<file path="src/rtl/mips_if_fetch_if.sv">
// IF-stage signal bundle: imem request/response, minidec hookup, IF/ID buffer and EX redirect.
// The fetch controller takes the master modport; the environment around it takes the slave side.
interface mips_if_fetch_if #(
  parameter int MIPS_ADDR_WIDTH = 32,
  parameter int MIPS_INST_WIDTH = 32
);
  logic                       ifu_req_valid;
  logic                       ifu_req_ready;
  logic [MIPS_ADDR_WIDTH-1:0] ifu_req_addr;
  logic                       ifu_rsp_valid;
  logic [MIPS_INST_WIDTH-1:0] ifu_rsp_inst;

  logic [MIPS_INST_WIDTH-1:0] md_inst;
  logic [MIPS_ADDR_WIDTH-1:0] md_pc_incr;
  logic                       md_dec_j;
  logic                       md_dec_jal;
  logic                       md_dec_jr;
  logic                       md_dec_jalr;
  logic                       md_dec_bxx;
  logic [MIPS_ADDR_WIDTH-1:0] md_dec_j_imm;
  logic [MIPS_ADDR_WIDTH-1:0] md_dec_b_imm;

  logic                       if2id_valid;
  logic                       if2id_ready;
  logic [MIPS_INST_WIDTH-1:0] if2id_inst;
  logic [MIPS_ADDR_WIDTH-1:0] if2id_pc_incr;
  logic                       if2id_prdt_taken;

  logic                       ex_flush_req;
  logic [MIPS_ADDR_WIDTH-1:0] ex_flush_pc;

  modport master (
    output ifu_req_valid, ifu_req_addr,
    input  ifu_req_ready, ifu_rsp_valid, ifu_rsp_inst,
    output md_inst, md_pc_incr,
    input  md_dec_j, md_dec_jal, md_dec_jr, md_dec_jalr, md_dec_bxx, md_dec_j_imm, md_dec_b_imm,
    output if2id_valid, if2id_inst, if2id_pc_incr, if2id_prdt_taken,
    input  if2id_ready,
    input  ex_flush_req, ex_flush_pc
  );

  modport slave (
    input  ifu_req_valid, ifu_req_addr,
    output ifu_req_ready, ifu_rsp_valid, ifu_rsp_inst,
    input  md_inst, md_pc_incr,
    output md_dec_j, md_dec_jal, md_dec_jr, md_dec_jalr, md_dec_bxx, md_dec_j_imm, md_dec_b_imm,
    input  if2id_valid, if2id_inst, if2id_pc_incr, if2id_prdt_taken,
    output if2id_ready,
    output ex_flush_req, ex_flush_pc
  );
endinterface

</file>
<file path="src/rtl/mips_if_fetch.sv">
// IF fetch controller: owns the PC, one outstanding imem request, 1-entry IF/ID buffer (1 instr / 2 cycles at 1-cycle imem).
// Requests only while the IF/ID slot is free or draining; EX redirects override everything.
module mips_if_fetch #(
  parameter int                         MIPS_ADDR_WIDTH = 32,
  parameter int                         MIPS_INST_WIDTH = 32,
  parameter logic [MIPS_ADDR_WIDTH-1:0] RESET_PC        = '0
) (
  input  logic            clk,
  input  logic            rst,
  mips_if_fetch_if.master bus
);

  typedef enum logic [2:0] {S_IDLE, S_REQ, S_WAIT, S_JRWAIT, S_DROP} state_t;

  localparam logic [MIPS_ADDR_WIDTH-1:0] PC_STEP = MIPS_ADDR_WIDTH'(4);

  state_t                     r_state;
  state_t                     w_state_nxt;
  logic [MIPS_ADDR_WIDTH-1:0] r_pc;
  logic [MIPS_ADDR_WIDTH-1:0] w_pc_nxt;
  logic [MIPS_ADDR_WIDTH-1:0] w_pc_incr;

  logic                       r_buf_vld;
  logic [MIPS_INST_WIDTH-1:0] r_buf_inst;
  logic [MIPS_ADDR_WIDTH-1:0] r_buf_pc_incr;
  logic                       r_buf_prdt;

  logic                       w_req_vld;
  logic                       w_req_fire;
  logic                       w_load;
  logic                       w_prdt;

  assign w_pc_incr  = r_pc + PC_STEP;
  assign w_req_vld  = (r_state == S_REQ) && (!r_buf_vld || bus.if2id_ready);
  assign w_req_fire = w_req_vld && bus.ifu_req_ready;

  assign bus.ifu_req_valid    = w_req_vld;
  assign bus.ifu_req_addr     = r_pc;
  assign bus.md_inst          = bus.ifu_rsp_inst;
  assign bus.md_pc_incr       = w_pc_incr;
  assign bus.if2id_valid      = r_buf_vld;
  assign bus.if2id_inst       = r_buf_inst;
  assign bus.if2id_pc_incr    = r_buf_pc_incr;
  assign bus.if2id_prdt_taken = r_buf_prdt;

  always_comb begin
    w_state_nxt = r_state;
    w_pc_nxt    = r_pc;
    w_load      = 1'b0;
    w_prdt      = 1'b0;
    if (bus.ex_flush_req) begin
      w_pc_nxt = bus.ex_flush_pc;
      // Any request already accepted must have its response swallowed in DROP.
      case (r_state)
        S_WAIT:  w_state_nxt = bus.ifu_rsp_valid ? S_REQ : S_DROP;
        S_REQ:   w_state_nxt = w_req_fire ? S_DROP : S_REQ;
        S_DROP:  w_state_nxt = S_DROP;
        default: w_state_nxt = S_REQ;
      endcase
    end else begin
      case (r_state)
        S_IDLE: w_state_nxt = S_REQ;
        S_REQ: begin
          if (w_req_fire) w_state_nxt = S_WAIT;
        end
        S_WAIT: begin
          if (bus.ifu_rsp_valid) begin
            w_load      = 1'b1;
            w_state_nxt = S_REQ;
            // Static prediction: jumps taken, backward branches taken, jr/jalr wait for EX.
            if (bus.md_dec_j || bus.md_dec_jal) begin
              w_pc_nxt = bus.md_dec_j_imm;
            end else if (bus.md_dec_bxx && (bus.md_dec_b_imm < w_pc_incr)) begin
              w_pc_nxt = bus.md_dec_b_imm;
              w_prdt   = 1'b1;
            end else if (bus.md_dec_jr || bus.md_dec_jalr) begin
              w_state_nxt = S_JRWAIT;
            end else begin
              w_pc_nxt = w_pc_incr;
            end
          end
        end
        S_DROP: begin
          if (bus.ifu_rsp_valid) w_state_nxt = S_REQ;
        end
        default: ;
      endcase
    end
  end

  always_ff @(posedge clk) begin
    if (rst) begin
      r_state <= S_IDLE;
      r_pc    <= RESET_PC;
    end else begin
      r_state <= w_state_nxt;
      r_pc    <= w_pc_nxt;
    end
  end

  always_ff @(posedge clk) begin
    if (rst) begin
      r_buf_vld     <= 1'b0;
      r_buf_inst    <= '0;
      r_buf_pc_incr <= '0;
      r_buf_prdt    <= 1'b0;
    end else if (bus.ex_flush_req) begin
      r_buf_vld <= 1'b0;
    end else if (w_load) begin
      r_buf_vld     <= 1'b1;
      r_buf_inst    <= bus.ifu_rsp_inst;
      r_buf_pc_incr <= w_pc_incr;
      r_buf_prdt    <= w_prdt;
    end else if (r_buf_vld && bus.if2id_ready) begin
      r_buf_vld <= 1'b0;
    end
  end

endmodule
</file>
<file path="src/flat_wrapper.sv">
// flat-port wrapper written by rule: the top's interface ports become plain ports
module mips_if_fetch_flat 
#(
  parameter int                         MIPS_ADDR_WIDTH = 32,
  parameter int                         MIPS_INST_WIDTH = 32,
  parameter logic [MIPS_ADDR_WIDTH-1:0] RESET_PC        = '0
)
  (clk, rst, bus_ifu_req_valid, bus_ifu_req_addr, bus_ifu_req_ready, bus_ifu_rsp_valid, bus_ifu_rsp_inst, bus_md_inst, bus_md_pc_incr, bus_md_dec_j, bus_md_dec_jal, bus_md_dec_jr, bus_md_dec_jalr, bus_md_dec_bxx, bus_md_dec_j_imm, bus_md_dec_b_imm, bus_if2id_valid, bus_if2id_inst, bus_if2id_pc_incr, bus_if2id_prdt_taken, bus_if2id_ready, bus_ex_flush_req, bus_ex_flush_pc);
  mips_if_fetch_if #(.MIPS_ADDR_WIDTH(MIPS_ADDR_WIDTH), .MIPS_INST_WIDTH(MIPS_INST_WIDTH)) bus_i ();
  input  logic clk;
  input  logic rst;
  output wire logic [$bits(bus_i.ifu_req_valid)-1:0] bus_ifu_req_valid;
  output wire logic [$bits(bus_i.ifu_req_addr)-1:0] bus_ifu_req_addr;
  input wire logic [$bits(bus_i.ifu_req_ready)-1:0] bus_ifu_req_ready;
  input wire logic [$bits(bus_i.ifu_rsp_valid)-1:0] bus_ifu_rsp_valid;
  input wire logic [$bits(bus_i.ifu_rsp_inst)-1:0] bus_ifu_rsp_inst;
  output wire logic [$bits(bus_i.md_inst)-1:0] bus_md_inst;
  output wire logic [$bits(bus_i.md_pc_incr)-1:0] bus_md_pc_incr;
  input wire logic [$bits(bus_i.md_dec_j)-1:0] bus_md_dec_j;
  input wire logic [$bits(bus_i.md_dec_jal)-1:0] bus_md_dec_jal;
  input wire logic [$bits(bus_i.md_dec_jr)-1:0] bus_md_dec_jr;
  input wire logic [$bits(bus_i.md_dec_jalr)-1:0] bus_md_dec_jalr;
  input wire logic [$bits(bus_i.md_dec_bxx)-1:0] bus_md_dec_bxx;
  input wire logic [$bits(bus_i.md_dec_j_imm)-1:0] bus_md_dec_j_imm;
  input wire logic [$bits(bus_i.md_dec_b_imm)-1:0] bus_md_dec_b_imm;
  output wire logic [$bits(bus_i.if2id_valid)-1:0] bus_if2id_valid;
  output wire logic [$bits(bus_i.if2id_inst)-1:0] bus_if2id_inst;
  output wire logic [$bits(bus_i.if2id_pc_incr)-1:0] bus_if2id_pc_incr;
  output wire logic [$bits(bus_i.if2id_prdt_taken)-1:0] bus_if2id_prdt_taken;
  input wire logic [$bits(bus_i.if2id_ready)-1:0] bus_if2id_ready;
  input wire logic [$bits(bus_i.ex_flush_req)-1:0] bus_ex_flush_req;
  input wire logic [$bits(bus_i.ex_flush_pc)-1:0] bus_ex_flush_pc;
  assign bus_ifu_req_valid = bus_i.ifu_req_valid;
  assign bus_ifu_req_addr = bus_i.ifu_req_addr;
  assign bus_i.ifu_req_ready = bus_ifu_req_ready;
  assign bus_i.ifu_rsp_valid = bus_ifu_rsp_valid;
  assign bus_i.ifu_rsp_inst = bus_ifu_rsp_inst;
  assign bus_md_inst = bus_i.md_inst;
  assign bus_md_pc_incr = bus_i.md_pc_incr;
  assign bus_i.md_dec_j = bus_md_dec_j;
  assign bus_i.md_dec_jal = bus_md_dec_jal;
  assign bus_i.md_dec_jr = bus_md_dec_jr;
  assign bus_i.md_dec_jalr = bus_md_dec_jalr;
  assign bus_i.md_dec_bxx = bus_md_dec_bxx;
  assign bus_i.md_dec_j_imm = bus_md_dec_j_imm;
  assign bus_i.md_dec_b_imm = bus_md_dec_b_imm;
  assign bus_if2id_valid = bus_i.if2id_valid;
  assign bus_if2id_inst = bus_i.if2id_inst;
  assign bus_if2id_pc_incr = bus_i.if2id_pc_incr;
  assign bus_if2id_prdt_taken = bus_i.if2id_prdt_taken;
  assign bus_i.if2id_ready = bus_if2id_ready;
  assign bus_i.ex_flush_req = bus_ex_flush_req;
  assign bus_i.ex_flush_pc = bus_ex_flush_pc;
  mips_if_fetch #(.MIPS_ADDR_WIDTH(MIPS_ADDR_WIDTH), .MIPS_INST_WIDTH(MIPS_INST_WIDTH), .RESET_PC(RESET_PC)) u_core (.clk(clk), .rst(rst), .bus(bus_i));
endmodule
</file>
<file path="config.mk">
export PLATFORM = sky130hd
export DESIGN_NAME = mips_if_fetch_flat
export DESIGN_NICKNAME = d
export VERILOG_FILES = /design/src/rtl/mips_if_fetch_if.sv /design/src/rtl/mips_if_fetch.sv /design/src/flat_wrapper.sv
export SDC_FILE = /design/constraint.sdc
export NUM_CORES = 1
export LEC_CHECK = 0
export CAP_MARGIN = 20
export CORE_MARGIN = 2
export CORE_UTILIZATION = 25
export DETAILED_ROUTE_END_ITERATION = 10
export GPL_ROUTABILITY_DRIVEN = 0
export PLACE_DENSITY = 0.53
export SKIP_LAST_GASP = 1
export SLEW_MARGIN = 20
export SYNTH_ARGS = -nofsm -noshare
export SYNTH_HDL_FRONTEND = slang
export SYNTH_SLANG_ARGS = --single-unit
</file>
<file path="constraint.sdc">
create_clock -name clk -period 8.4 [get_ports clk]
set_input_delay 1.68 -clock clk [delete_from_list [all_inputs] [get_ports clk]]
set_output_delay 1.68 -clock clk [all_outputs]
set_load 0.02 [all_outputs]
</file>
==> results.json <==
{
  "crit_start": "u_core.bus.ifu_req_addr[2]",
  "total_of_fill_cells_in_the_finished_design": 2470,
  "cts_root_buffer": "sky130_fd_sc_hd__clkbuf_16",
  "timing_worst_setup_path_type": "flip-flop to flip-flop",
  "power.static_leakage_nw": 3.32,
  "critical_path_peak_fanout": 36,
  "cts_inserted_buffers": 9,
  "post_synth_and_or_nand_nor_area_fraction": 0.226,
  "grt_start_max_net_pins": 96,
  "syn_to_final_growth_pct": 54.6,
  "finalWirelength_um": 24400,
  "critical_path.endpoint_type": "flip-flop",
  "max_freq_ghz": 0.193,
  "clockBufferDepth": 2,
  "ctsResizeCount": 0,
  "detail_route.iter0.violations": 299,
  "number_of_cells_in_the_design_after_placement": 1305,
  "start_util": 0.255,
  "skew_pair_late_insertion_delay_ns": 0.36,
  "antenna_violating_nets_post_route": 0,
  "netlist_instances": 766,
  "final_period_demand_of_the_worst_path_ns": 5.18,
  "sink_count_of_the_clock_tree": 101,
  "relSlewSlack": 0.327,
  "fin_worst_skew_ns": 0.0157,
  "crit_path_start_kind": "flip-flop",
  "synth_area_in_compound_gates": 0.222,
  "vdd_drop_max_mv": 0.0684,
  "instances_no_fill": 1324,
  "yosys.cell_count.top_type": "sky130_fd_sc_hd__nand2_1",
  "mapped_avg_cell_area_sq_um": 7.82,
  "setup_viol": 0,
  "synth_area_sq_mm": 0.00599,
  "core_area_sq_mm": 0.0235,
  "synth_xor_area_frac": 0.0409,
  "grt_first_pass_wirelength_um": 37700,
  "yosys.area_share.adder": 0.0668,
  "gr-usage-all-layers": 0.190,
  "postSynth.topFlopCell": "sky130_fd_sc_hd__dfxtp_1",
  "chipHeight_um": 159,
  "min-delay-path-class": "flip-flop to flip-flop",
  "finalCritPeriodShare": 0.617,
  "muxShareOfSynthArea": 0,
  "dpl.hpwl_um": 17800,
  "clock_pin_slew_reported_for_the_worst_setup_and_hold_paths_after_clock_tree_synthesis_ns": 0.08,
  "post-route-drc-count": 0,
  "synth.yosys.warnings": 0,
  "yosysTopAreaCell": "sky130_fd_sc_hd__dfxtp_1",
  "synth_top_cells_by_count": "sky130_fd_sc_hd__nand2_1, sky130_fd_sc_hd__dfxtp_1, sky130_fd_sc_hd__a21oi_1, sky130_fd_sc_hd__nor2_1, sky130_fd_sc_hd__a31oi_1",
  "synth_top_area_share": 0.338,
  "grt_antenna_before_repair": 4,
  "critPathRequiredTime_ns": 8.66,
  "main_combinational_cell_family_by_area_after_synthesis": "simple AND/OR/NAND/NOR gates",
  "hold_depth": 2,
  "ios": 302,
  "detail_route.vias_per_cell": 4.86,
  "vias": 6441,
  "placedInstanceArea_sq_mm": 0.00896,
  "final_max_slew_viol_count": 0,
  "synth_seq_cells": 101,
  "synthTopCellsByArea": "sky130_fd_sc_hd__dfxtp_1, sky130_fd_sc_hd__nand2_1, sky130_fd_sc_hd__ha_1",
  "final_layout_size_suffix_gt1_frac": 0.0449,
  "vias_in_the_first_global_route": 6345,
  "die_width_um": 159,
  "ys_seq_area_frac": 0.338,
  "unrepaired_setup_endpoints_after_global_routing": "no",
  "crit-reg2reg-launch": "u_core.bus.ifu_req_addr[2]",
  "postCtsHoldBufs": 0,
  "run_status": "finished clean",
  "measured_slew_at_the_worst_slew_check_pin_ns": 1.01,
  "cts_tree": "built",
  "final_design_area_no_fill_sq_mm": 0.00926,
  "synth_nets": 937,
  "drt_first_pass_iters": 4,
  "max-cap-violations": 0,
  "htree_levels": 3,
  "hold_violations": 0,
  "number_of_rows_created_at_floorplan": 56,
  "setup-tns-final_ns": 0,
  "port-buffer-count": 301,
  "pwr_density_cell_mw_per_mm2": 137,
  "yosys.cell_types.count": 64,
  "wire_per_inst_um": 18.5,
  "hold_start": "u_core.bus.if2id_inst[10]",
  "gr-total-overflow": 0,
  "data_arrival_time_of_the_worst_path_ns": 5.44,
  "post_layout_net_count": 1168,
  "worst-r2r-cell-count": 16,
  "edff_count_synth": 0,
  "ys_async_sr_fraction": 0,
  "floorplan.die_area_sq_mm": 0.0252,
  "post_cts_setup_buffer_count": 0
}
power by group:
part / switching [mW] / total [mW] / internal, mW
clock network: 0.217 / 0.426 / 0.209
registers: 0.0226 / 0.515 / 0.492
logic: 0.169 / 0.327 / 0.159
total: 0.409 / 1.27 / 0.859
cell families after synthesis:
| family | Yosys count |
|---|---|
| AO/OA/AOI/OAI | 199 |
| flip-flops | 101 |
| adder cells (fa/ha/maj) | 32 |
| AND/OR/NAND/NOR | 284 |
| buffers and inverters | 122 |
| XOR/XNOR | 28 |
path summary, 6_finish.rpt:
path | end | slack (ns)
setup / recovery | u_core.bus.ifu_req_addr[23] | 3.22
hold / removal | u_core.bus.if2id_inst[10] | 0.45
setup reg to reg | u_core.bus.ifu_req_addr[23] | 3.22
hold reg to reg | u_core.bus.if2id_inst[10] | 0.45
registers in the layout, summed over array words and instances (netlist names):
name                         cells
u_core.bus.if2id_inst           32
u_core.bus.if2id_pc_incr        32
u_core.bus.if2id_prdt_taken      1
u_core.bus.if2id_valid           1
u_core.bus.ifu_req_addr         32
u_core.r_state                   3
worst max-delay path, stage by stage, from the launching register on:
cell and delay [ns]:
sky130_fd_sc_hd__dfxtp_1 0.62, sky130_fd_sc_hd__ha_1 0.32, sky130_fd_sc_hd__nand4_1 0.14, sky130_fd_sc_hd__nor2_1 0.44, sky130_fd_sc_hd__and4_1 0.39, sky130_fd_sc_hd__nand4_1 0.13
sky130_fd_sc_hd__xor2_1 0.35, sky130_fd_sc_hd__ha_1 0.31, sky130_fd_sc_hd__nand4_1 0.15, sky130_fd_sc_hd__nor2_1 0.08, sky130_fd_sc_hd__a221oi_1 0.35, sky130_fd_sc_hd__nand2_1 0.15
sky130_fd_sc_hd__a21oi_4 0.61, sky130_fd_sc_hd__buf_4 0.47, sky130_fd_sc_hd__nand3_1 0.12, sky130_fd_sc_hd__o2bb2ai_1 0.17, sky130_fd_sc_hd__a311oi_1 0.26
layout by cell type (no fill, tap or decap), types with 3 or more instances in the layout:
cell type and n:
sky130_fd_sc_hd__and3_1 5, sky130_fd_sc_hd__o221ai_1 21, sky130_fd_sc_hd__nor3_1 25, sky130_fd_sc_hd__nor4_1 5, sky130_fd_sc_hd__a311oi_1 8, sky130_fd_sc_hd__nand2_1 124, sky130_fd_sc_hd__o21ai_0 15, sky130_fd_sc_hd__and3_2 3
sky130_fd_sc_hd__clkdlybuf4s50_1 300, sky130_fd_sc_hd__a221oi_1 4, sky130_fd_sc_hd__a31oi_1 41, sky130_fd_sc_hd__ha_1 32, sky130_fd_sc_hd__buf_4 8, sky130_fd_sc_hd__nand4_1 9, sky130_fd_sc_hd__inv_1 34, sky130_fd_sc_hd__xnor2_1 14
sky130_fd_sc_hd__o2bb2ai_1 3, sky130_fd_sc_hd__dfxtp_1 101, sky130_fd_sc_hd__a21oi_1 56, sky130_fd_sc_hd__clkbuf_16 9, sky130_fd_sc_hd__nand2b_1 6, sky130_fd_sc_hd__nand3_1 20, sky130_fd_sc_hd__and4_1 4, sky130_fd_sc_hd__xor2_1 14
sky130_fd_sc_hd__and2_1 4, sky130_fd_sc_hd__or4_1 3, sky130_fd_sc_hd__nor2_1 54, sky130_fd_sc_hd__diode_2 3, sky130_fd_sc_hd__a211oi_1 34
through the flow:
stage	total power, mW	setup WS [ns]	util	hold WS (ns)
2_1_floorplan	0.686	4.60	-	0.519
3_3_place_gp	0.856	3.22	0.382	0.441
3_5_place_dp	0.856	3.13	0.382	0.446
4_1_cts	1.29	3.09	0.394	0.457
5_1_grt	1.33	2.68	0.395	0.474
6_report	1.27	3.22	0.395	0.455
final cells by class:
| cell class | instances | area (sq um) | area share |
|---|---|---|---|
| multi-input cells | 543 | 3350 | 0.362 |
| repair buffers | 308 | 3060 | 0.331 |
| flip-flops and latches | 101 | 2020 | 0.218 |
| well taps | 319 | 399 | 0.0431 |
| clock buffers | 9 | 225 | 0.0243 |
| inverters | 34 | 128 | 0.0138 |
| clock inverters | 7 | 63.8 | 0.00689 |
| diodes | 3 | 7.51 | 0.000811 |
layer usage:
metal / wire (um) / share of wire / track usage / up-vias
met1: 10500 / 0.43 / 0.233 / 2969
met5: 13 / 0.00053 / 0 / -
li1: - / - / - / 3191
met2: 12000 / 0.49 / 0.329 / 257
met4: 308 / 0.013 / 0.0584 / 2
met3: 1670 / 0.068 / 0.0426 / 22
Power figures use the tool's default switching activity.
